==> src/rtl/mem_arb_pkg.sv <==
// Shared types and constants for the memory-port arbiter.
// Covers the picker, the top level and the optional bus-lock build (MEM_ARB_LOCK_EN).
package mem_arb_pkg;

  localparam int MAX_REQ = 4;

  typedef logic [1:0] req_id_t;

  localparam logic [3:0] STRB_NONE = 4'b0000;
  localparam logic [3:0] STRB_B    = 4'b0001;
  localparam logic [3:0] STRB_H    = 4'b0011;
  localparam logic [3:0] STRB_W    = 4'b1111;

endpackage

==> src/rtl/mem_arb_pick.sv <==
// Combinational picker: scans req_i starting at start_i (wrapping modulo N)
// and returns the first requester found as a one-hot grant plus its index.
module mem_arb_pick
  import mem_arb_pkg::*;
#(
  parameter int N = 2
) (
  input  logic [N-1:0] req_i,
  input  logic [1:0]   start_i,
  output logic [N-1:0] gnt_o,
  output logic         valid_o,
  output logic [1:0]   id_o
);

  // NOTE: every output gets a default before the search loop, so no latch is inferred.
  always_comb begin
    logic found;
    found   = 1'b0;
    gnt_o   = '0;
    valid_o = 1'b0;
    id_o    = '0;
    for (int k = 0; k < N; k++) begin
      for (int j = 0; j < N; j++) begin
        if (!found && req_i[j] && (j == (int'(start_i) + k) % N)) begin
          found    = 1'b1;
          valid_o  = 1'b1;
          gnt_o[j] = 1'b1;
          id_o     = req_id_t'(j);
        end
      end
    end
  end

endmodule

==> src/rtl/mem_arbiter.sv <==
// N_REQ-way arbiter sharing one single-cycle-latency memory port.
// Define MEM_ARB_LOCK_EN to enable the bus-lock (lock_i) feature.
module mem_arbiter
  import mem_arb_pkg::*;
#(
  parameter int N_REQ         = 2,
  parameter bit RR_EN_DEFAULT = 1'b1
) (
  input  logic                clk_i,
  input  logic                rst_i,
  input  logic [N_REQ-1:0]    req_i,
  input  logic [N_REQ*4-1:0]  wstrb_i,
  input  logic [N_REQ*32-1:0] addr_i,
  input  logic [N_REQ*32-1:0] wdata_i,
  input  logic [N_REQ-1:0]    lock_i,
  output logic [N_REQ-1:0]    gnt_o,
  output logic [N_REQ-1:0]    rvalid_o,
  output logic [31:0]         rdata_o,
  output logic                enable_o,
  output logic [3:0]          wstrb_o,
  output logic [31:0]         addr_o,
  output logic [31:0]         wvalue_o,
  input  logic [31:0]         rvalue_i
);

  req_id_t          last_q, last_d;
  req_id_t          rsp_id_q, rsp_id_d;
  logic             rsp_valid_q, rsp_valid_d;
  req_id_t          start_idx, pick_id;
  logic             pick_valid, pick_read;
  logic [N_REQ-1:0] req_eff, pick_gnt;

`ifdef MEM_ARB_LOCK_EN
  logic             lock_owner_valid_q, lock_owner_valid_d;
  req_id_t          lock_owner_q, lock_owner_d;
  logic [N_REQ-1:0] owner_mask;
  logic             lock_active;

  always_comb begin
    owner_mask = '0;
    for (int i = 0; i < N_REQ; i++) begin
      owner_mask[i] = (lock_owner_q == req_id_t'(i));
    end
  end

  // The lock survives an idle owner only while it keeps lock_i asserted.
  assign lock_active = lock_owner_valid_q && |((req_i | lock_i) & owner_mask);
  assign req_eff     = lock_active ? (req_i & owner_mask) : req_i;

  always_comb begin
    lock_owner_valid_d = lock_active;
    lock_owner_d       = lock_owner_q;
    if (pick_valid) begin
      lock_owner_valid_d = |(pick_gnt & lock_i);
      lock_owner_d       = pick_id;
    end
  end

  always_ff @(posedge clk_i) begin
    if (rst_i) begin
      lock_owner_valid_q <= 1'b0;
      lock_owner_q       <= '0;
    end else begin
      lock_owner_valid_q <= lock_owner_valid_d;
      lock_owner_q       <= lock_owner_d;
    end
  end
`else
  logic lock_unused;
  assign lock_unused = ^lock_i;
  assign req_eff     = req_i;
`endif

  always_comb begin
    start_idx = '0;
    if (RR_EN_DEFAULT) begin
      start_idx = (last_q == req_id_t'(N_REQ - 1)) ? '0 : last_q + 2'd1;
    end
  end

  mem_arb_pick #(
    .N (N_REQ)
  ) u_pick (
    .req_i   (req_eff),
    .start_i (start_idx),
    .gnt_o   (pick_gnt),
    .valid_o (pick_valid),
    .id_o    (pick_id)
  );

  always_comb begin
    gnt_o    = '0;
    enable_o = 1'b0;
    wstrb_o  = STRB_NONE;
    addr_o   = '0;
    wvalue_o = '0;
    if (!rst_i && pick_valid) begin
      gnt_o    = pick_gnt;
      enable_o = 1'b1;
      for (int i = 0; i < N_REQ; i++) begin
        if (pick_gnt[i]) begin
          wstrb_o  = wstrb_i[i*4 +: 4];
          addr_o   = addr_i[i*32 +: 32];
          wvalue_o = wdata_i[i*32 +: 32];
        end
      end
    end
  end

  assign pick_read = pick_valid && (wstrb_o == STRB_NONE);

  always_comb begin
    last_d      = pick_valid ? pick_id : last_q;
    rsp_valid_d = pick_read;
    rsp_id_d    = pick_read ? pick_id : rsp_id_q;
  end

  // A response still in flight when reset hits is suppressed, not delivered late.
  always_comb begin
    rvalid_o = '0;
    for (int i = 0; i < N_REQ; i++) begin
      rvalid_o[i] = rsp_valid_q && !rst_i && (rsp_id_q == req_id_t'(i));
    end
  end

  assign rdata_o = rvalue_i;

  // NOTE: state registers use non-blocking assignments so every flop samples pre-edge values.
  always_ff @(posedge clk_i) begin
    if (rst_i) begin
      last_q      <= req_id_t'(N_REQ - 1);
      rsp_valid_q <= 1'b0;
      rsp_id_q    <= '0;
    end else begin
      last_q      <= last_d;
      rsp_valid_q <= rsp_valid_d;
      rsp_id_q    <= rsp_id_d;
    end
  end

endmodule

==> config.mk <==
export PLATFORM = sky130hd
export DESIGN_NAME = mem_arbiter
export DESIGN_NICKNAME = d
export VERILOG_FILES = /design/src/rtl/mem_arb_pkg.sv /design/src/rtl/mem_arb_pick.sv /design/src/rtl/mem_arbiter.sv
export SDC_FILE = /design/constraint.sdc
export NUM_CORES = 1
export LEC_CHECK = 0
export BUFFER_PORTS_ARGS = -buffer_cell sky130_fd_sc_hd__buf_2
export CAP_MARGIN = 20
export CORE_AREA = 3 3 108 110
export DETAILED_ROUTE_END_ITERATION = 10
export DIE_AREA = 0 0 111 113
export HOLD_SLACK_MARGIN = 0.02
export PLACE_DENSITY = 0.42
export SLEW_MARGIN = 20
export SYNTH_ARGS = -nofsm -noshare
export SYNTH_HDL_FRONTEND = slang
export SYNTH_SLANG_ARGS = --single-unit
==> constraint.sdc <==
create_clock -name clk_i -period 4.1 [get_ports clk_i]
set_input_delay 0.205 -clock clk_i [delete_from_list [all_inputs] [get_ports clk_i]]
set_output_delay 0.205 -clock clk_i [all_outputs]
set_load 0.01 [all_outputs]
==> flow_summary.toml <==
[min_path]
worst_hold_path.num_cells = 3
hold_path_class = "input pin to flip-flop"
hold_end = "last_q[0]$_SDFFE_PP1P_"
worstHoldStart = "req_i[1]"

[final_layout]
mostFrequentLayoutCell = "buf_2"
drive_gt1_share_pct = 72.1
design_area_um2 = 2140
num_antenna_cells = 0
fin_cells = 452
layout_common_cells = "212 x buf_2, 65 x a22o_1"
fin_nets = 487
syn_to_final_growth_pct = 83.1

[worst_setup_path]
cp_slowest_cell = "nor2_4"
path_class = "flip-flop to primary output"
critPathTopFamily = "simple AND/OR/NAND/NOR gates"
max_stage_delay_ns = 0.43
worst_setup_path_end_kind = "primary output"
cp-start-kind = "flip-flop"
rr_worst_depth = 5
path_cells = "nand2b_4 > nand2_2 > nor2_4 > buf_4 > a22o_1 > buf_2"
path_max_fanout = 19
reg2reg_setup_slack_ns = 2.47
r2r_end = "rsp_id_q[0]$_SDFFE_PP0P_"
cp_data_required_time_ns = 3.89
crit_buf_inv = 2
worstPathArrival_ns = 1.92
reg2reg_from = "last_q[0]$_SDFFE_PP1P_"

[sta]
setup_viol = 0
slew_viol_final = 0
maxSlewHeadroom_pct = 52.4
finalCritPeriodShare_pct = 51.8
finalHoldViolations = 0
fin_tns_setup_ns = 0
finClkSkew_ns = 0.00117
max_freq_mhz = 471
final.min_clock_period_ns = 2.12
rsz0062_at_grt = "false"
worst_slew_pin_slew_ns = 0.715

[global_routing]
grt_usage_pct = 8.11
grt_pass1_vias = 1729
grt_pass1_wl_um = 8750
grt_overflow = 0
grt_max_degree = 68
grt_antenna_before_repair = 0

[clock_tree]
cts.sinks = 3
cts_tree = "yes"
post_cts_buffers = 0
clk_pin_slew_ns = 0.03
cts-buffers-inserted = 3
post_cts_resize_count = 0
clockBufferDepth = 2
clk_root_buffer_cell = "clkbuf_8"
cts-htree-levels = 1
insertion_delay_ns = 0.22
cts_hold_buf = 0

[logic_synthesis]
netlist_instances = 143
ys.warnings.count = 0
synth-seq-cells = 3
synth.area.top_cells = "a22o_1 49%, buf_4 22%, dfxtp_1 5.1%, buf_6 3.8%, buf_2 3.0%"
netlist_area_um2 = 1170
ys_seq_area_share_pct = 5.13
yosysTopAreaCellShare_pct = 48.6
synthDistinctLibCells = 23
synthesis.nets = 317
avgSynthCellArea_um2 = 8.19
synth_area_leader_cell = "a22o_1"

[run]
cap_viol_max_count = 0

[power]
power.density_nw_per_um2 = 161
ir_worst_vdd_mv = 0.230
p_leak_nw = 1.30

[floorplanning]
io_pins = 279
die-width_um = 111
die_y_um = 113
start_util_pct = 10.9
dieArea_um2 = 12500
core-area_um2 = 10800
fp-row-count = 38

[placed_design]
placed_area_um2 = 2070
dp.cells = 447
place.gp.congestion = 0.741
placement.io_buffers = 212

[detailed_routing]
drtIter0Drc = 52
routedWlPerCell_um = 13.2
drt_pre_antenna_iters = 4
viasPerCell = 3.98
post-route-drc-count = 0
via_count = 1798
drtAntennaViolNets = 0
routed_wl_um = 5970

[outcome]
status = "finished, final reports clean"
[synth_stat cells]
master,number
nor4_4,1
nor3b_1,1
nor2_2,3
buf_2,7
mux2_1,1
inv_1,1
and2_1,2
and3_1,1
dfxtp_1,3
clkbuf_1,4
a32oi_1,3
buf_4,34
buf_6,4
nor2_1,3
a32o_1,1
a22o_1,65
nand2_2,1
a21boi_0,1
nor2b_1,1
nand2b_4,1
o21ai_0,2
a21boi_2,1
nand2_1,2
[tightest hold or removal path, delay by kind of cell]
kind            cells  cell delay [ns]
simple gates        1             0.06
compound gates      1             0.09
buf+inv             1             0.14
[report_power, final]
group | internal, mW | switching, mW | leakage (nW)
sequential | 0.0312 | 0.00153 | 0.0246
combinational | 0.120 | 0.106 | 1.25
clock | 0.0664 | 0.0204 | 0.0228
[sequential cells by signal (all words and copies together), names as in the netlist]
name	count
last_q	1
rsp_valid_q	1
rsp_id_q	1
[worst max path at each step]
| stage | to | depth (start not counted) | start | slack [ns] |
|---|---|---|---|---|
| after detailed placement | addr_o[1] | 6 | last_q[0]$_SDFFE_PP1P_ | 1.66 |
| after global placement | wvalue_o[12] | 6 | last_q[0]$_SDFFE_PP1P_ | 1.71 |
| after global routing | addr_o[8] | 6 | last_q[0]$_SDFFE_PP1P_ | 1.78 |
| final | addr_o[1] | 6 | last_q[0]$_SDFFE_PP1P_ | 1.98 |
| after floorplan | addr_o[10] | 6 | last_q[0]$_SDFFE_PP1P_ | 2.57 |
| after CTS | addr_o[1] | 6 | last_q[0]$_SDFFE_PP1P_ | 1.43 |
[per-stage QoR]
stage | worst slack (ns) | power, mW | hold slack [ns] | utilization, %
final | 1.98 | 0.345 | 0.310 | 19.9
after detailed placement | 1.66 | 0.257 | 0.410 | 19.2
after CTS | 1.43 | 0.346 | 0.307 | 19.6
after global placement | 1.71 | 0.255 | 0.410 | 19.2
after floorplan | 2.57 | 0.173 | 0.337 | -
after global routing | 1.78 | 0.372 | 0.336 | 19.9
[layout make-up]
cell class,instances,area [um^2]
fill,1241,8650
timing repair buffer,214,1100
multi-input combinational,90,764
tap,140,175
sequential,3,60.1
clock buffer,4,45.0
inverter,1,3.75
[cell families (layout without fill, tap and decap cells)]
logic type | after synthesis | after routing | synth area share [%]
flops | 3 | 3 | 5.13
simple gates | 16 | 16 | 9.51
mux | 1 | 1 | 0.961
buf+inv | 50 | 219 | 30.2
compound gates | 73 | 73 | 54.2
[layer usage]
layer / wire [um] / track usage (%)
met4: 20 / 0.821
met5: 0 / 0
met1: 2500 / 10.8
met2: 2850 / 13.4
met3: 605 / 2.46
Note: power is estimated with default switching activity, not from simulation.
